File: src/rtl/irq_ctrl_gen_if.sv
// rtl/irq_ctrl_gen_if.sv - 68000 sub-CPU interrupt/IACK bus
interface irq_ctrl_gen_if;
    logic [2:0] cpu_fc;
    logic [3:1] cpu_addr;
    logic       cpu_oe;
    logic [2:0] cpu_ipl;
    logic       cpu_vpa;
    logic       cpu_dtack;
    logic [7:0] vec_out;

    modport master (
        output cpu_fc, cpu_addr, cpu_oe,
        input  cpu_ipl, cpu_vpa, cpu_dtack, vec_out
    );

    modport slave (
        input  cpu_fc, cpu_addr, cpu_oe,
        output cpu_ipl, cpu_vpa, cpu_dtack, vec_out
    );
endinterface

File: src/rtl/irq_ctrl_gen.sv
// rtl/irq_ctrl_gen.sv - parametrised 68000 interrupt encoder with IACK handling
// Edge/level request channels, software pending, overrun flags, autovector or vectored acknowledge.
module irq_ctrl_gen #(
    parameter int         N_IRQ     = 6,
    parameter logic [6:0] EDGE_MASK = 7'h7F,
    parameter logic [6:0] VECT_MASK = 7'h00
) (
    input  logic             clk_asic,
    input  logic             rst,
    input  logic             sub_sync,
    input  logic [N_IRQ-1:0] ireq,
    input  logic [N_IRQ-1:0] imsk,
    input  logic [N_IRQ-1:0] swi_set,
    input  logic [N_IRQ-1:0] ovr_clr,
    input  logic [7:0]       vec_base,
    irq_ctrl_gen_if.slave    bus,
    output logic [N_IRQ-1:0] irq_pend_out,
    output logic [N_IRQ-1:0] irq_ovr,
    output logic             spurious
);

    typedef enum logic {S_IDLE, S_ACK} state_t;
    state_t state_q, state_d;

    logic [N_IRQ-1:0] hist0_q, hist1_q, pend_q, pend_d, ovr_q, ovr_d, swi_q, swi_d;
    logic [N_IRQ-1:0] req_on, edge_det, ack;
    logic [2:0]       ipl_q, ipl_d, top_lvl;
    logic             vpa_q, vpa_d, dtack_q, dtack_d, spur_q, spur_d;
    logic [7:0]       vec_q, vec_d;
    logic [7:0]       pend_by_lvl, vect_by_lvl;
    logic             cpu_space, l_pend, l_vect;
    logic [2:0]       lvl_a;

    // Per-channel request gating, pending and overrun next state
    always_comb begin
        req_on   = '0;
        edge_det = '0;
        pend_d   = '0;
        ovr_d    = '0;
        swi_d    = '0;
        for (int i = 0; i < N_IRQ; i++) begin
            req_on[i]   = ireq[i] & (imsk[i] | (i == 6));
            edge_det[i] = hist0_q[i] & ~hist1_q[i];
            if (EDGE_MASK[i]) begin
                pend_d[i] = edge_det[i] | swi_set[i] | (pend_q[i] & ~ack[i]);
                ovr_d[i]  = (edge_det[i] & pend_q[i] & ~ack[i]) | (ovr_q[i] & ~ovr_clr[i]);
            end else begin
                swi_d[i]  = swi_set[i] | (swi_q[i] & ~ack[i]);
                pend_d[i] = hist0_q[i] | swi_d[i];
            end
        end
    end

    // Priority encode; bit 0 of the by-level vectors stands for "level 0", never pending
    always_comb begin
        top_lvl     = 3'd0;
        pend_by_lvl = '0;
        vect_by_lvl = {VECT_MASK, 1'b0};
        for (int i = 0; i < N_IRQ; i++) begin
            pend_by_lvl[i+1] = pend_q[i];
            if (pend_q[i]) top_lvl = 3'(i + 1);
        end
        ipl_d = ~top_lvl;
    end

    assign lvl_a     = bus.cpu_addr;
    assign cpu_space = ~bus.cpu_oe & (bus.cpu_fc == 3'b111);
    assign l_pend    = pend_by_lvl[lvl_a];
    assign l_vect    = l_pend & vect_by_lvl[lvl_a];

    always_comb begin
        state_d = state_q;
        ack     = '0;
        vpa_d   = vpa_q;
        dtack_d = dtack_q;
        vec_d   = vec_q;
        spur_d  = 1'b0;
        case (state_q)
            S_IDLE: begin
                if (cpu_space) begin
                    state_d = S_ACK;
                    spur_d  = ~l_pend;
                    for (int i = 0; i < N_IRQ; i++) ack[i] = (lvl_a == 3'(i + 1));
                    if (l_vect) begin
                        dtack_d = 1'b0;
                        vec_d   = vec_base + {5'b0, lvl_a};
                    end else begin
                        vpa_d = 1'b0;
                    end
                end
            end
            S_ACK: begin
                if (!cpu_space) begin
                    state_d = S_IDLE;
                    vpa_d   = 1'b1;
                    dtack_d = 1'b1;
                end
            end
            default: state_d = S_IDLE;
        endcase
    end

    always_ff @(negedge clk_asic or negedge rst) begin
        if (!rst) begin
            state_q <= S_IDLE;
            hist0_q <= '0;
            hist1_q <= '0;
            pend_q  <= '0;
            ovr_q   <= '0;
            swi_q   <= '0;
            ipl_q   <= 3'b111;
            vpa_q   <= 1'b1;
            dtack_q <= 1'b1;
            vec_q   <= 8'h00;
            spur_q  <= 1'b0;
        end else if (sub_sync) begin
            state_q <= state_d;
            hist0_q <= req_on;
            hist1_q <= hist0_q;
            pend_q  <= pend_d;
            ovr_q   <= ovr_d;
            swi_q   <= swi_d;
            ipl_q   <= ipl_d;
            vpa_q   <= vpa_d;
            dtack_q <= dtack_d;
            vec_q   <= vec_d;
            spur_q  <= spur_d;
        end
    end

    assign bus.cpu_ipl   = ipl_q;
    assign bus.cpu_vpa   = vpa_q;
    assign bus.cpu_dtack = dtack_q;
    assign bus.vec_out   = vec_q;
    assign irq_pend_out  = pend_q;
    assign irq_ovr       = ovr_q;
    assign spurious      = spur_q;

endmodule
File: src/flat_wrapper.sv
// flat-port wrapper written by rule: the top's interface ports become plain ports
module irq_ctrl_gen_flat 
#(
    parameter int         N_IRQ     = 6,
    parameter logic [6:0] EDGE_MASK = 7'h7F,
    parameter logic [6:0] VECT_MASK = 7'h00
)
  (clk_asic, rst, sub_sync, ireq, imsk, swi_set, ovr_clr, vec_base, irq_pend_out, irq_ovr, spurious, bus_cpu_fc, bus_cpu_addr, bus_cpu_oe, bus_cpu_ipl, bus_cpu_vpa, bus_cpu_dtack, bus_vec_out);
  irq_ctrl_gen_if bus_i ();
  input  logic clk_asic;
  input  logic rst;
  input  logic sub_sync;
  input  logic [N_IRQ-1:0] ireq;
  input  logic [N_IRQ-1:0] imsk;
  input  logic [N_IRQ-1:0] swi_set;
  input  logic [N_IRQ-1:0] ovr_clr;
  input  logic [7:0] vec_base;
  output logic [N_IRQ-1:0] irq_pend_out;
  output logic [N_IRQ-1:0] irq_ovr;
  output logic spurious;
  input wire logic [$bits(bus_i.cpu_fc)-1:0] bus_cpu_fc;
  input wire logic [$bits(bus_i.cpu_addr)-1:0] bus_cpu_addr;
  input wire logic [$bits(bus_i.cpu_oe)-1:0] bus_cpu_oe;
  output wire logic [$bits(bus_i.cpu_ipl)-1:0] bus_cpu_ipl;
  output wire logic [$bits(bus_i.cpu_vpa)-1:0] bus_cpu_vpa;
  output wire logic [$bits(bus_i.cpu_dtack)-1:0] bus_cpu_dtack;
  output wire logic [$bits(bus_i.vec_out)-1:0] bus_vec_out;
  assign bus_i.cpu_fc = bus_cpu_fc;
  assign bus_i.cpu_addr = bus_cpu_addr;
  assign bus_i.cpu_oe = bus_cpu_oe;
  assign bus_cpu_ipl = bus_i.cpu_ipl;
  assign bus_cpu_vpa = bus_i.cpu_vpa;
  assign bus_cpu_dtack = bus_i.cpu_dtack;
  assign bus_vec_out = bus_i.vec_out;
  irq_ctrl_gen #(.N_IRQ(N_IRQ), .EDGE_MASK(EDGE_MASK), .VECT_MASK(VECT_MASK)) u_core (.clk_asic(clk_asic), .rst(rst), .sub_sync(sub_sync), .ireq(ireq), .imsk(imsk), .swi_set(swi_set), .ovr_clr(ovr_clr), .vec_base(vec_base), .bus(bus_i), .irq_pend_out(irq_pend_out), .irq_ovr(irq_ovr), .spurious(spurious));
endmodule
File: config.mk
export PLATFORM = sky130hd
export DESIGN_NAME = irq_ctrl_gen_flat
export DESIGN_NICKNAME = d
export VERILOG_FILES = /design/src/rtl/irq_ctrl_gen_if.sv /design/src/rtl/irq_ctrl_gen.sv /design/src/flat_wrapper.sv
export SDC_FILE = /design/constraint.sdc
export NUM_CORES = 1
export LEC_CHECK = 0
export ABC_AREA = 1
export CAP_MARGIN = 30
export CORE_UTILIZATION = 37
export CTS_CLUSTER_SIZE = 40
export DETAILED_ROUTE_END_ITERATION = 6
export PLACE_DENSITY = 0.75
export SYNTH_ARGS = -nofsm -noshare
export SYNTH_HDL_FRONTEND = slang
export SYNTH_SLANG_ARGS = --single-unit
export TNS_END_PERCENT = 5
File: constraint.sdc
create_clock -name clk_asic -period 1.1 [get_ports clk_asic]
set_clock_uncertainty 0.15 [all_clocks]
set_input_delay 0.165 -clock clk_asic [delete_from_list [all_inputs] [get_ports clk_asic]]
set_output_delay 0.165 -clock clk_asic [all_outputs]
set_load 0.05 [all_outputs]
Yosys cells after proc, flatten, opt, wreduce, memory -nomap -nowiden
Memory sizes are Yosys's and may differ from the RTL's.
Index checks and enable logic that the tools add are counted.
Widths: inputs -> output; s select.
{ "totals": {"regBits": 39, "mem_bits_ro": 8, "inputBits": 42, "output_inout_bits": 26, "elab_cells": 126, "memories": 1} }
{ "memory_table": {"columns": ["memory", "words", "word_bits", "read_ports", "rd_ports_with_merged_regs", "write_ports", "line", "rtl"], "rows": [
  ["(no name shown)", 8, 1, 1, 0, 0, "irq_ctrl_gen.sv:69", "assign l_vect = l_pend & vect_by_lvl[lvl_a];"]
]} }
{ "op_classes": {"addsub": 1, "order_cmp": 1, "eq_ne": 11, "mux": 21, "bitwise_logic": 78, "reduce_logical": 3} }
{ "ops": {"columns": ["op", "n"], "rows": [
  ["$and 1x1->1", 38],
  ["$not 1->1", 21],
  ["$or 1x1->1", 18],
  ["$mux 3", 5],
  ["$eq 3x3->1 const B", 4],
  ["$mux 6", 2],
  ["$reduce_and 4->1", 3],
  ["$mux 1", 11],
  ["$add 8x3->8", 1],
  ["$eq 3x2->1 const B", 2],
  ["$lt 3x4->1 const B", 1],
  ["$ne 2x1->1 const B", 2],
  ["$ne 2x2->1 const B", 2],
  ["$pmux 1 s2", 2],
  ["$bmux 1 s3", 1],
  ["$eq 3x1->1 const B", 1],
  ["$not 3->3", 1]
]} }

Longest topological paths before layout
{ "logic_depth": {"word_depth": 7, "ltp_mapped": 7} }

==> flow_summary.toml <==
[run_status]
outcome = "finished with violations"
violations = "negative setup slack"

[clock_network]
cts.sinks = 31
cts_made_buffers = 5
path_clk_slew_ps = 40
ctsRootBufferMaster = "clkbuf_8"
cts_max_level = 2
clk_path_buf_depth = 2
clock_latency_ps = 290
postCtsHoldBufs = 0
cts_tree = "built"

[routing]
via_count = 1518
drt_wl_total_mm = 3.84
ant_nets = 0
route.detailed.drc = 0
firstDrtPassIters = 4
wl_per_cell_um = 11.8
wl_met2_mm = 2.00
wl_met3_um = 167
met1_length_mm = 1.61
highest_layer = "met4"
viasPerCell = 4.66
drt_iter0_drc = 60

[floorplanning]
fp.dieArea_um2 = 4440
fp.dieH_um = 66.7
start_util_pct = 38.7
num_io_pins = 68
die_w_um = 66.7
coreArea_um2 = 4000
num_rows = 23

[setup_path]
end_kind = "primary output"
critPathKind = "flip-flop to primary output"
critPathLaunchType = "flip-flop"
cp.arrival_ps = 1570
path_buf_inv = 1
cpPeakStageDelay_ps = 540
required_ps = 780
critPathMaxFanout = 2
cp_cell_sequence = "buf_12"
cp_slowest_cell = "dfstp_2"
crit_family = "flip-flops"

[timing]
hold_slack_ps = 267
tns_ps = -19410
final_hold_viol_count = 0
slew_viol_final = 0
rsz0062_at_grt = "yes"
setup_violations = 49
setup_slack_ps = -787

[synth]
synth_top_cells_by_count = "nand2_1, dfrtn_1, nand3_1, inv_1, o21ai_0"
ys_warn_count = 0
synth_ff_type = "dfrtn_1"
synthArstFlopShare_pct = 100
syn-cell-area_um2 = 1550
synth_seq_area_share_pct = 50.6
ys_ff_latch = 31
yosysTopAreaCellShare_pct = 42.1
ys_types = 20
avgSynthCellArea_um2 = 7.89
ys_top_cells_by_area = "dfrtn_1, nand2_1, dfstp_2, nand3_1, buf_4"
synth.most_common_cell = "nand2_1"
synth_edf_count = 0
yosysTopAreaCell = "dfrtn_1"
synth_cells = 196

[placed_design]
hpwl_mm = 2.94
globalplace.congestion = 0.871
port_buffers = 51
placed_area_um2 = 2470
placed_cells = 312

[grt]
grt_pass1_vias = 1581
grt_start_max_net_pins = 23
antenna_found_initial = 0
grt_use_total_pct = 20.5
grt-ovfl-total = 0
grt_pass1_wl_mm = 6.67

[layout]
drive_above_1_share_pct = 29.0
nFillCells = 309
regArea_um2 = 782
instances_no_fill = 326
area_growth_pct = 71.4
multi_input_area_um2 = 676
fin_area_um2 = 2650
final_nets = 317
final_util_pct = 66.3
n_antenna_cell = 0

[job]
maxCapViolations = 0

[pwr]
p_leak_nw = 1.33
powerDensity_nw_per_um2 = 1150
ir_drop_mv = 0.916

[hold_path]
hold_path_class = "flip-flop to flip-flop"
stage by stage:
| step | setup slack (ps) | power [mW] |
|---|---|---|
| final | -787 | 3.05 |
| after global routing | -822 | 3.21 |
| after floorplan | -489 | 1.73 |
| after detailed placement | -1240 | 2.15 |
| after CTS | -795 | 3.07 |
| after global placement | -1190 | 2.14 |
timing repair:
action,CTS,global route
resized for setup,52,10
endpoints found under the setup margin,49,49
setup buffers,2,0
hold endpoints to repair,0,0
pin swaps,8,4
worst paths after layout:
check / from / endpoint / slack (ps) / depth (start not counted)
setup / recovery: u_core.bus.cpu_vpa / bus_cpu_vpa / -790 / 1
setup reg to reg: u_core.state_q / u_core.irq_pend_out[0] / -260 / 4
hold / removal: u_core.hist1_q[4] / u_core.hist1_q[4] / 270 / 2
hold reg to reg: u_core.hist1_q[4] / u_core.hist1_q[4] / 270 / 2
max in group asynchronous: rst / u_core.bus.cpu_ipl[2] / 20 / 2
min in group asynchronous: rst / u_core.hist0_q[3] / 490 / 2
cells by family (layout without fill, tap and decap cells):
family / after synthesis / after routing / synth area share [%]
other: 1 / 8 / 0.242
and+or+nand+nor: 113 / 113 / 31.4
buffers and inverters: 32 / 105 / 11.6
DFF: 31 / 31 / 50.6
AOI/OAI and AO/OA: 19 / 19 / 6.15
registers in the layout (all words and copies together), names as in the netlist:
name,flops
u_core.bus.cpu_dtack,1
u_core.bus.cpu_ipl,3
u_core.bus.cpu_vpa,1
u_core.hist0_q,6
u_core.hist1_q,6
u_core.irq_ovr,6
u_core.irq_pend_out,6
u_core.spurious,1
u_core.state_q,1
final cells by class:
| type | count | share of cell area, % |
|---|---|---|
| flip-flops and latches | 31 | 29.5 |
| repair buffers | 75 | 35.5 |
| multi-input cells | 140 | 25.5 |
| well taps | 50 | 2.36 |
| clock buffers | 7 | 2.88 |
| inverters | 17 | 3.35 |
| clock inverters | 6 | 0.897 |
layout by cell type (no fill, tap or decap), types with 2 or more instances in the layout:
cell type	count
nand2_4	2
dlymetal6s2s_1	2
o21ai_0	8
dfstp_2	5
nand2_1	66
nor2_1	8
buf_4	20
nand3_1	20
clkbuf_1	2
dfrtn_1	26
nand4_1	4
inv_2	3
conb_1	8
clkdlybuf4s15_2	2
nand3_2	3
clkdlybuf4s50_1	23
clkbuf_8	5
nor2_4	3
buf_12	23
buf_6	3
a21oi_1	5
nor2_2	2
inv_12	2
inv_1	17
o21ai_1	4
power breakdown:
group | total, mW | internal [mW] | leakage (nW) | switching [mW]
sequential | 1.31 | 1.24 | 0.365 | 0.0717
clock | 0.927 | 0.467 | 0.0689 | 0.460
combinational | 0.812 | 0.388 | 0.900 | 0.424
metal layers:
layer  global-route usage, %  up-vias
li1                        -      761
met1                    23.1      704
met2                    36.5       47
met3                    4.97        6
met4                    8.51        0
met5                       0        -
(Power assumes the default switching activity.)
